[src/rtl/uart_rx_fifo_pkg.sv]
// Shared definitions for the UART receive path: capture FSM state encoding
// and, when UART_RXFIFO_TIMEOUT_EN is defined, the baud-derived idle timeout.
package uart_rx_fifo_pkg;

    typedef enum logic [1:0] {
        ST_IDLE    = 2'd0,
        ST_ACK     = 2'd1,
        ST_WAITLOW = 2'd2
    } cap_state_t;

`ifdef UART_RXFIFO_TIMEOUT_EN
    localparam int unsigned SYSCLK_HZ = 100_000_000;
    localparam int unsigned UART_BAUD = 9600;
    // Four bit-times, rounded up to whole sysclk cycles (41667 at 100 MHz / 9600 baud).
    localparam int unsigned RX_TIMEOUT_CYC = (4 * SYSCLK_HZ + UART_BAUD - 1) / UART_BAUD;
`endif

endpackage

[src/rtl/sync_fifo_mem.sv]
// DEPTH x 8 register array: one synchronous write port, one asynchronous read port.
module sync_fifo_mem #(
    parameter int DEPTH = 16,
    parameter int AW    = 4
)(
    input  logic          sysclk,
    input  logic          we,
    input  logic [AW-1:0] waddr,
    input  logic [7:0]    wdata,
    input  logic [AW-1:0] raddr,
    output logic [7:0]    rdata
);

    logic [7:0] mem [DEPTH];

    // Storage only; no reset, occupancy tracking lives in the parent.
    always_ff @(posedge sysclk) begin
        if (we) begin
            mem[waddr] <= wdata;
        end
    end

    assign rdata = mem[raddr];

endmodule

[src/rtl/uart_rx_fifo.sv]
// UART receive FIFO: drains the UART with a one-shot rx_read handshake into a
// DEPTH-entry first-word-fall-through buffer and raises a level irq.
// Optional feature macro: UART_RXFIFO_TIMEOUT_EN (idle timeout folded into irq).
//
//   state      | meaning
//   -----------+---------------------------------------------------
//   ST_IDLE    | waiting for rx_eff
//   ST_ACK     | pulse rx_read, push rx_data (or drop it if full)
//   ST_WAITLOW | byte consumed, waiting for rx_eff to fall
module uart_rx_fifo
    import uart_rx_fifo_pkg::*;
#(
    parameter int DEPTH  = 16,
    parameter int AW     = 4,
    parameter int THRESH = 1
`ifdef UART_RXFIFO_TIMEOUT_EN
    ,
    parameter int TIMEOUT_CYC = RX_TIMEOUT_CYC
`endif
)(
    input  logic        sysclk,
    input  logic        reset,
    input  logic [7:0]  rx_data,
    input  logic        rx_eff,
    output logic        rx_read,
    input  logic        pop,
    output logic [7:0]  rdata,
    output logic        empty,
    output logic        full,
    output logic [AW:0] count,
    output logic        overrun,
    input  logic        ovr_clr,
    output logic        irq
);

    localparam logic [AW:0] DEPTH_C  = (AW + 1)'(DEPTH);
    localparam logic [AW:0] THRESH_C = (AW + 1)'(THRESH);

    cap_state_t    state, state_nxt;
    logic          push_req;
    logic          pop_ok;
    logic          wr_en;
    logic [AW-1:0] wr_ptr, rd_ptr;
    logic [AW:0]   cnt;
    logic          ovr_q;
    logic          irq_q;
    logic          tmo_flag;
    logic [7:0]    head;

    // Capture FSM state register.
    always_ff @(posedge sysclk) begin
        if (reset) state <= ST_IDLE;
        else       state <= state_nxt;
    end

    // Capture FSM next state: one byte per rx_eff assertion.
    always_comb begin
        state_nxt = state;
        case (state)
            ST_IDLE:    if (rx_eff) state_nxt = ST_ACK;
            ST_ACK:     state_nxt = ST_WAITLOW;
            ST_WAITLOW: if (!rx_eff) state_nxt = ST_IDLE;
            default:    state_nxt = ST_IDLE;
        endcase
    end

    // Capture FSM outputs: ACK both acknowledges the UART and requests a push.
    always_comb begin
        rx_read  = 1'b0;
        push_req = 1'b0;
        if (state == ST_ACK) begin
            rx_read  = 1'b1;
            push_req = 1'b1;
        end
    end

    assign empty  = (cnt == '0);
    assign full   = (cnt == DEPTH_C);
    assign pop_ok = pop & ~empty;
    // A pop on a full FIFO frees the slot for a same-cycle push.
    assign wr_en  = push_req & (~full | pop_ok);

    // Pointers and occupancy.
    always_ff @(posedge sysclk) begin
        if (reset) begin
            wr_ptr <= '0;
            rd_ptr <= '0;
            cnt    <= '0;
        end else begin
            if (wr_en)  wr_ptr <= wr_ptr + 1'b1;
            if (pop_ok) rd_ptr <= rd_ptr + 1'b1;
            case ({wr_en, pop_ok})
                2'b10:   cnt <= cnt + 1'b1;
                2'b01:   cnt <= cnt - 1'b1;
                default: cnt <= cnt;
            endcase
        end
    end

    // Sticky overrun; a drop in the same cycle as ovr_clr wins.
    always_ff @(posedge sysclk) begin
        if (reset)                           ovr_q <= 1'b0;
        else if (push_req & full & ~pop_ok)  ovr_q <= 1'b1;
        else if (ovr_clr)                    ovr_q <= 1'b0;
    end

`ifdef UART_RXFIFO_TIMEOUT_EN
    localparam int TW = $clog2(TIMEOUT_CYC + 1);

    logic [TW-1:0] tmr;
    logic          idle_low;

    assign idle_low = (cnt != '0) && (cnt < THRESH_C);

    // Idle timeout: reload on any push/pop, count down while below threshold.
    always_ff @(posedge sysclk) begin
        if (reset) begin
            tmr      <= '0;
            tmo_flag <= 1'b0;
        end else if (wr_en | pop_ok) begin
            tmr      <= TW'(TIMEOUT_CYC);
            tmo_flag <= 1'b0;
        end else if (idle_low && (tmr != '0)) begin
            tmr <= tmr - 1'b1;
            if (tmr == TW'(1)) tmo_flag <= 1'b1;
        end
    end
`else
    assign tmo_flag = 1'b0;
`endif

    // Registered level interrupt, one cycle behind the occupancy.
    always_ff @(posedge sysclk) begin
        if (reset) irq_q <= 1'b0;
        else       irq_q <= (cnt >= THRESH_C) | ovr_q | tmo_flag;
    end

    sync_fifo_mem #(
        .DEPTH (DEPTH),
        .AW    (AW)
    ) u_mem (
        .sysclk (sysclk),
        .we     (wr_en),
        .waddr  (wr_ptr),
        .wdata  (rx_data),
        .raddr  (rd_ptr),
        .rdata  (head)
    );

    assign rdata   = empty ? 8'h00 : head;
    assign count   = cnt;
    assign overrun = ovr_q;
    assign irq     = irq_q;

endmodule

[config.mk]
export PLATFORM = sky130hd
export DESIGN_NAME = uart_rx_fifo
export DESIGN_NICKNAME = d
export VERILOG_FILES = /design/src/rtl/uart_rx_fifo_pkg.sv /design/src/rtl/sync_fifo_mem.sv /design/src/rtl/uart_rx_fifo.sv
export SDC_FILE = /design/constraint.sdc
export NUM_CORES = 1
export LEC_CHECK = 0
export ABC_AREA = 1
export BUFFER_PORTS_ARGS = -buffer_cell sky130_fd_sc_hd__buf_4
export CAP_MARGIN = 25
export CORE_AREA = 2 2 116 118
export CTS_CLUSTER_SIZE = 12
export DETAILED_ROUTE_END_ITERATION = 16
export DIE_AREA = 0 0 118 120
export PLACE_DENSITY = 0.66
export SLEW_MARGIN = 20
export SYNTH_ARGS = -nofsm -noshare
export SYNTH_HDL_FRONTEND = slang
export SYNTH_SLANG_ARGS = --single-unit
[constraint.sdc]
create_clock -name sysclk -period 2.2 [get_ports sysclk]
set_clock_uncertainty 0.15 [all_clocks]
set_input_delay 0.33 -clock sysclk [delete_from_list [all_inputs] [get_ports sysclk]]
set_output_delay 0.33 -clock sysclk [all_outputs]
set_load 0.03 [all_outputs]
==> summary.md <==
| Metric | Value |
|---|---|
| EDFF count, synth | `128` |
| Final-report hold violation count | `0` |
| Max VDD drop | `1020 µV` |
| Synth top area share | `0.605` |
| Failing checks | `negative setup slack` |
| CP endpoint kind | `primary output` |
| Wire length of the first global-routing pass | `approximately 26,000 µm` |
| Nets | `673` |
| Fin worst setup slack | `-0.183 ns` |
| Port Buf Inserts | `30` |
| Post-synth top area cell | `edfxtp_1` |
| Placed Area | `6940 µm²` |
| RSZ-0062 raised after global routing | `yes` |
| Register area share after synthesis | `0.671` |
| Share of post-route cells with drive strength above 1 | `0.345` |
| Leading cell types by total area after synthesis | `edfxtp_1 (60%), nand2_1 (11%), nand3_1 (8.3%), dfxtp_1 (6.6%), ha_1 (1.8%)` |
| GR met2 Demand/Resource | `0.403` |
| Vias in the first global route | `about 4,700` |
| Final Instance Area | `8390 µm²` |
| Gpl congestion | `0.854` |
| WL/cell | `19.8 µm` |
| FP Rows | `42` |
| Root buf cell | `clkbuf_16` |
| M1 GR Usage | `0.302` |
| Crit Path Max Fanout | `5` |
| Worst Path Required | `1.72 ns` |
| Post-synthesis mux area share | `0` |
| Compound-gate portion of the synthesized area | `0.0219` |
| HPWL Detailed | `9230 µm` |
| Outcome | `finished, violations left` |
| Worst Setup Start Kind | `register` |
| Post-Synth XOR/XNOR Area | `0.00965` |
| Drt drc | `0` |
| Final max-slew violation count | `0` |
| Post-Syn Area per Cell | `between 10 and 15 µm²` |
| CTS Buf Count | `17` |
| CTS tree | `done` |
| Tightest Hold Check Type | `primary input to register` |
| Clock Sink Count | `149` |
| Router iterations before antenna repair | `5` |
| Mapped Nets | `605` |
| Die height | `120 µm` |
| Yosys cell types | `29` |
| Detailed-route via count | `4,596` |
| Critical Path Max Stage Delay | `0.39 ns` |
| Final wirelength | `16,700 µm` |
| Combinational family with the most area after synthesis | `simple AND/OR/NAND/NOR gates` |
| Cell Chain, Critical Path | `inv_8, buf_8, buf_12, nand2_4, nand3_2, nand3_2, nand2_2, nand2_4, a21oi_4, buf_6` |
| Worst Max-Slew Pin Slew | `0.532 ns` |
| Initial antenna violation count | `0` |
| H-tree levels | `4` |
| Pwr dens | `1220 nW/µm²` |
| Leak | `roughly 3.2 nW` |
| Cell area after synthesis | `6350 µm²` |
| Period utilisation layout | `1.08` |
| Initial drt markers | `between 500 and 600` |
| All-Layer GR Usage | `0.247` |
| Initial core utilization | `0.490` |
| Tot Pwr | `10.2 mW` |
| Seq cells post-synth | `149` |
| Most Used Layer, Global Route | `met2` |
| Met3 usage | `0.0604` |
| Buffers & Inverters on Critical Path | `4` |
| ANT nets after route | `0` |
| Min Clock Period, post-route | `about 2.4 ns` |
| Slew HR | `0.645` |
| Largest net degree at the start of global routing | `33` |
| Ys flop type | `edfxtp_1` |
| Clock slew at reported path FFs | `~0.060 ns` |
| Ports | `31` |
| Layout area overhead | `32.0%` |
| Syn Inst Count | `slightly below 600` |
| Die area | `14,200 µm²` |
| Clock Path Buffers | `2` |
| Fraction of registers with async set/reset | `0` |
| Fmax | `420 MHz` |
| Slowest-stage cell, CP | `dfxtp_4` |
| GRT overflow | `0` |
| Final setup vio count | `8` |
| Die X | `around 120 µm` |
| Clk_lat worst skew | `0.42 ns` |
| Critical path type | `register to primary output` |
| Yosys Warn Count | `0` |
| Simple-gate share of the synthesized area | `0.236` |
| Delay-heaviest family, CP | `buffers and inverters` |
| Max-Cap Viols | `0` |
| Worst Path Arrival | `1.90 ns` |
| Core Box Area | `13,000 µm²` |
| Antenna cells | `0` |
| Post-synthesis adder-cell area fraction | `0.0177` |
| Via-to-Cell Ratio | `5.47` |
==> registers in the layout (all words and copies together), names as in the netlist, named ones only <==
signal     flops
count          5
irq            1
overrun        1
rd_ptr         4
state          2
u_mem.mem    128
wr_ptr         4
==> kinds of logic after synthesis <==
kind of cell | Yosys count
flip-flops | 149
buffers and inverters | 53
AO/OA/AOI/OAI | 27
AND/OR/NAND/NOR | 338
XOR/XNOR | 7
adder cells (fa/ha/maj) | 9
==> Yosys cell counts, types with 7 or more instances <==
| master | instances |
|---|---|
| nand2_1 | 191 |
| edfxtp_1 | 128 |
| nand3_1 | 105 |
| nor2_1 | 26 |
| dfxtp_1 | 21 |
| inv_1 | 20 |
| a21oi_1 | 17 |
| buf_2 | 13 |
| ha_1 | 9 |
| o21ai_0 | 8 |
| buf_6 | 7 |
==> routing by layer <==
layer | vias up | part of all wire
met1 | 2229 | 0.39
met5 | - | 0
met3 | 37 | 0.064
li1 | 2136 | -
met2 | 194 | 0.50
met4 | 0 | 0.040
==> where the power goes <==
part	switching [mW]	internal, mW
sequential	0.118	3.17
clock	1.07	1.74
combinational	2.42	1.67
total	3.61	6.58
==> area by class of cell <==
class | instances | area (µm²)
clock inverters | 7 | 68.8
fillers | 983 | 4590
multi-input cells | 381 | 2290
repair buffers | 75 | 902
well taps | 176 | 220
flip-flops and latches | 149 | 4270
inverters | 27 | 116
clock buffers | 25 | 517
==> placed cells by master, fill, tap and decap left out, types with 2 or more instances in the layout <==
cell	Yosys	layout
dfxtp_2	0	2
clkinv_2	0	4
ha_1	9	8
buf_12	0	11
clkbuf_1	3	3
nor2_2	3	11
nand2_1	191	152
nor2_1	26	14
nor3_1	2	2
nand3_2	4	46
a21oi_4	0	8
dlygate4sd3_1	0	4
clkbuf_8	0	4
clkbuf_16	0	20
nor2_4	1	5
xnor2_1	2	2
edfxtp_1	128	128
clkinv_4	0	2
dfxtp_1	21	18
inv_2	5	6
buf_16	0	5
nand2_4	3	9
inv_4	1	2
buf_6	7	13
xor2_1	5	5
nand2_2	1	34
a21oi_1	17	9
o21ai_0	8	8
nand3_1	105	63
buf_4	2	39
inv_1	20	17
==> metrics by stage <==
stage	hold slack [ns]	cells	worst slack [ns]	util	setup TNS (ns)
after floorplan	0.242	583	0.0189	-	0
after global placement	0.327	783	0.0844	0.535	0
after detailed placement	0.337	783	0.0241	0.535	0
after CTS	0.101	843	-0.179	0.635	-1.29
after global routing	0.100	840	-0.248	0.646	-1.74
final	0.110	840	-0.183	0.646	-1.20
==> path summary, 6_finish.rpt <==
check / slack (ns) / cells after the start / endpoint / start
max: -0.18 / 10 / rdata[4] / register
min: 0.11 / 1 / u_mem.mem[13][1]$_DFFE_PP_ / rx_data[1]
max reg2reg: 0.14 / 9 / u_mem.mem[13][5]$_DFFE_PP_ / count[0]$_SDFFE_PP0P_
min reg2reg: 0.34 / 2 / register / rd_ptr[2]$_SDFFE_PP0N_
==> repair_timing <==
action	4_1_cts	5_1_grt
hold endpoints to repair	7	0
endpoints found under the setup margin	9	62
cloned	9	2
pin swaps	17	30
hold buffers	4	0
buffers inserted	15	1
gates resized for setup	76	56
==> worst reg2reg max path: cells and delay by family, from the launching register on <==
family                     cells  cell delay, ns
adders and majority gates      1            0.20
DFF                            1            0.37
and+or+nand+nor                5            0.77
buffers and inverters          3            0.23
Note: power is estimated with default switching activity, not from simulation.
